<file path="config.mk">
export PLATFORM = sky130hd
export DESIGN_NAME = axil_write_master
export DESIGN_NICKNAME = d
export VERILOG_FILES = /design/src/rtl/axil_write_master.sv
export SDC_FILE = /design/constraint.sdc
export NUM_CORES = 1
export LEC_CHECK = 0
export CORE_ASPECT_RATIO = 1.5
export CORE_UTILIZATION = 40
export CTS_CLUSTER_SIZE = 24
export DETAILED_ROUTE_END_ITERATION = 7
export GPL_TIMING_DRIVEN = 0
export PLACE_DENSITY = 0.75
export RECOVER_POWER = 25
export SETUP_SLACK_MARGIN = 0.4
export SLEW_MARGIN = 20
export SYNTH_ARGS = -nofsm -noshare
export SYNTH_HDL_FRONTEND = slang
export SYNTH_SLANG_ARGS = --single-unit
</file>
<file path="constraint.sdc">
create_clock -name clk -period 2.85 [get_ports clk]
set_clock_uncertainty 0.15 [all_clocks]
set_input_delay 0.4275 -clock clk [delete_from_list [all_inputs] [get_ports clk]]
set_output_delay 0.4275 -clock clk [all_outputs]
set_load 0.01 [all_outputs]
</file>
<file path="src/rtl/axil_write_master.sv">
// axil_write_master: posts valid/ready write requests as single AXI4-Lite writes
// Ports:
//   clk, rst                      clock, synchronous active-low reset
//   req_valid/req_ready           request handshake (one-entry pending register)
//   req_addr/req_data/req_strb    write request payload
//   done/resp/err                 completion pulse, last BRESP, sticky error
//   aw*/w*/b*                     AXI4-Lite write address, data and response channels
module axil_write_master #(
    parameter int ADDR_W = 32,
    parameter int DATA_W = 32
) (
    input  logic                clk,
    input  logic                rst,
    input  logic                req_valid,
    output logic                req_ready,
    input  logic [ADDR_W-1:0]   req_addr,
    input  logic [DATA_W-1:0]   req_data,
    input  logic [DATA_W/8-1:0] req_strb,
    output logic                done,
    output logic [1:0]          resp,
    output logic                err,
    output logic [ADDR_W-1:0]   awaddr,
    output logic [2:0]          awprot,
    output logic                awvalid,
    input  logic                awready,
    output logic [DATA_W-1:0]   wdata,
    output logic [DATA_W/8-1:0] wstrb,
    output logic                wvalid,
    input  logic                wready,
    input  logic [1:0]          bresp,
    input  logic                bvalid,
    output logic                bready
);
    typedef enum logic [1:0] {IDLE, ADDR_DATA, RESP} state_t;
    state_t                state;
    logic                  pend_valid;
    logic [ADDR_W-1:0]     pend_addr;
    logic [DATA_W-1:0]     pend_data;
    logic [DATA_W/8-1:0]   pend_strb;
    logic                  aw_left, w_left;
    // gated by rst so nothing is accepted while reset is held
    assign req_ready = rst && !pend_valid;
    assign awprot    = 3'b000;
    // a channel still owes a handshake if its valid is up and ready is not
    assign aw_left   = awvalid && !awready;
    assign w_left    = wvalid && !wready;
    always_ff @(posedge clk) begin
        if (!rst) begin
            state      <= IDLE;
            pend_valid <= 1'b0;
            awvalid    <= 1'b0;
            wvalid     <= 1'b0;
            bready     <= 1'b0;
            done       <= 1'b0;
            resp       <= 2'b00;
            err        <= 1'b0;
        end else begin
            done <= 1'b0;
            case (state)
                IDLE: if (pend_valid) begin
                    awaddr     <= pend_addr;
                    wdata      <= pend_data;
                    wstrb      <= pend_strb;
                    awvalid    <= 1'b1;
                    wvalid     <= 1'b1;
                    pend_valid <= 1'b0;
                    state      <= ADDR_DATA;
                end
                ADDR_DATA: begin
                    if (awready) awvalid <= 1'b0;
                    if (wready) wvalid <= 1'b0;
                    if (!aw_left && !w_left) begin
                        bready <= 1'b1;
                        state  <= RESP;
                    end
                end
                RESP: if (bvalid) begin
                    bready <= 1'b0;
                    done   <= 1'b1;
                    resp   <= bresp;
                    err    <= err || (bresp != 2'b00);
                    state  <= IDLE;
                end
                default: state <= IDLE;
            endcase
            // placed after the launch so an accept on the same edge wins
            if (req_valid && req_ready) begin
                pend_valid <= 1'b1;
                pend_addr  <= req_addr;
                pend_data  <= req_data;
                pend_strb  <= req_strb;
            end
        end
    end
endmodule
</file>
==> results.cfg <==
[logic_synthesis]
syn_area_um2 = 4560
synthMuxAreaShare_pct = 0.439
synth_top_cell_by_area = edfxtp_1
synth_xor_area_share_pct = 0
yosys.area_share.simple_pct = 2.91
yosys.area.top_type_share_pct = 89.6
yosys_warnings = 0
ys_top_cells_by_area = edfxtp_1 90%, dfxtp_1 4.4%, nor2b_1 0.69%
synth-seq-cells = 146
ys_types = 25
synth_compound_area_share_pct = 1.65
synthAdderAreaFrac_pct = 0
syn_inst = 185
synth_top_family_by_area = simple AND/OR/NAND/NOR gates
syn_avg_cell_area_um2 = 24.6
ys_seq_area_share_pct = 94.0

[floorplanning]
die_y_um = 133
initial_core_util_pct = 41.2
core-area_um2 = 11100
rows = 47
die_area_um2 = 11800
die-width_um = 89.2
io_pins = 155

[route]
vias = 2237
wire_per_inst_um = 15.2
first_pass_iters = 4
drc = 0
ant_nets = 0
drt_iter0_drc = 82
routed_wl_um = 7870
vias_per_cell = 4.32

[placement]
pre_cts_ws_ns = 0.336
place_congestion = 0.717
io_buffers = 151
place_inst = 487
hpwl_um = 5470

[finish]
n_antenna_cell = 0
fin_nets = 435
multi_input_area_um2 = 246
drive_gt1_share_pct = 10.8
utilization_pct = 62.8
fin_cells = 518
ff_latch_area_um2 = 4280
area_growth_pct = 52.4
fillers = 811

[grt]
grt_pass1_vias = 2277
grt_max_degree = 43
antenna_found_initial = 0
grt_pass1_wl_um = 11800
overflow = 0
grt_usage_pct = 14.2

[setup_path]
cp_max_fo = 6
crit_type = primary input to primary output
cp.arrival_ns = 1.76
cp-start-kind = primary input
cp-end-kind = primary output
cp.required_ns = 2.27

[timing]
fin_crit_sh_pct = 81.9
timing.hold.ws_ns = 0.262
final-setup-viol-count = 0
fin_crit_ns = 2.34
slew_viol_final = 0
grt_setup_unrepaired = no
max_freq_mhz = 428
worst_slack_ns = 0.515
hold_viol_final = 0

[clock_tree]
cts_made_buffers = 17
cts_tree = yes
htreeDepth = 4
cts_buffer_depth = 2
cts_setup_buffers = 0
cts_resized = 0
clock_latency_ns = 0.40
ctsHoldBuffers = 0
root_buffer = clkbuf_16
cts.sinks = 146
path_clk_slew_ns = 0.06

[flow_run]
drv_cap = 0

[pwr]
leakage_nw = 2.37
p_total_mw = 5.15
vdd_drop_max_uv = 449
power_density_nw_per_um2 = 741

[hold_path]
min_path_type = register to register

[outcome]
status = completed
## placed cells by master (no fill, tap or decap), types with 5 or more instances in the layout
master,count
nand2_1,5
clkdlybuf4s50_1,130
edfxtp_1,136
clkbuf_16,17
dfxtp_1,10
nor2b_1,5
bufinv_16,5
dlygate4sd3_1,21
## report_power, final
| part | switching [mW] | total, mW | internal [mW] | leakage [nW] |
|---|---|---|---|---|
| Sequential | 0.0302 | 2.49 | 2.46 | 1.33 |
| Clock | 0.799 | 2.35 | 1.55 | 0.306 |
| Combinational | 0.124 | 0.312 | 0.189 | 0.726 |
## cell families after synthesis
kind of cell | Yosys count
AO/OA/AOI/OAI | 9
buffers and inverters | 6
flip-flops | 146
multiplexers | 2
other | 1
AND/OR/NAND/NOR | 21
## metrics by stage
| step | cell area [µm²] | TNS (ns) |
|---|---|---|
| 6_report | 6950 | 0 |
| 4_1_cts | 6950 | 0 |
| 2_1_floorplan | 4570 | 0 |
| 5_1_grt | 6950 | 0 |
| 3_5_place_dp | 6310 | 0 |
| 3_3_place_gp | 6260 | -21.09 |
## layer usage
metal	vias to the layer above	track usage, %	wire length (µm)
met5	-	0	0
met4	0	8.11	221
met3	15	5.80	706
met2	102	23.2	4060
met1	1049	15.0	2880
li1	1071	-	-
## layout make-up
cell class                 count  share of cell area, %
timing repair buffer         153                   22.3
clock inverter                13                   3.03
clock buffer                  18                   6.18
inverter                       1                 0.0540
tap                          147                   2.65
sequential                   146                   61.7
multi-input combinational     35                   3.55
buffer                         5                  0.558
## state kept, by name (all words and copies together), names as in the netlist
register,cells
err,1
awvalid,1
resp,2
pend_data,32
awaddr,32
wdata,32
wstrb,4
wvalid,1
pend_strb,4
state,2
done,1
pend_addr,32
bready,1
pend_valid,1
## path summary, 6_finish.rpt
kind                 from         to  slack, ns  depth (start not counted)
min          pend_data[3]   wdata[3]       0.26                          0
max                   rst  req_ready       0.51                          3
min reg2reg  pend_data[3]   wdata[3]       0.26                          0
max reg2reg    pend_valid  wdata[16]       0.91                          3
## Yosys cell counts
cell type / number
or2_2: 1
nand4bb_1: 1
edfxtp_1: 136
and3b_1: 1
o32ai_1: 1
nand3b_1: 3
o21a_1: 1
and3_1: 1
buf_4: 3
o311a_1: 1
nor2b_1: 5
and2_1: 2
nand2_1: 5
conb_1: 1
o21ai_0: 1
or2b_1: 2
a21oi_1: 1
o31ai_1: 1
o31a_1: 1
mux2i_1: 2
buf_2: 1
inv_1: 1
buf_6: 1
o2111a_1: 2
dfxtp_1: 10
## critical path, cell delays in order
cell             delay (ns)
clkdlybuf4s50_1        0.56
nor2b_1                0.21
clkdlybuf4s50_1        0.56
(Power assumes the default switching activity.)
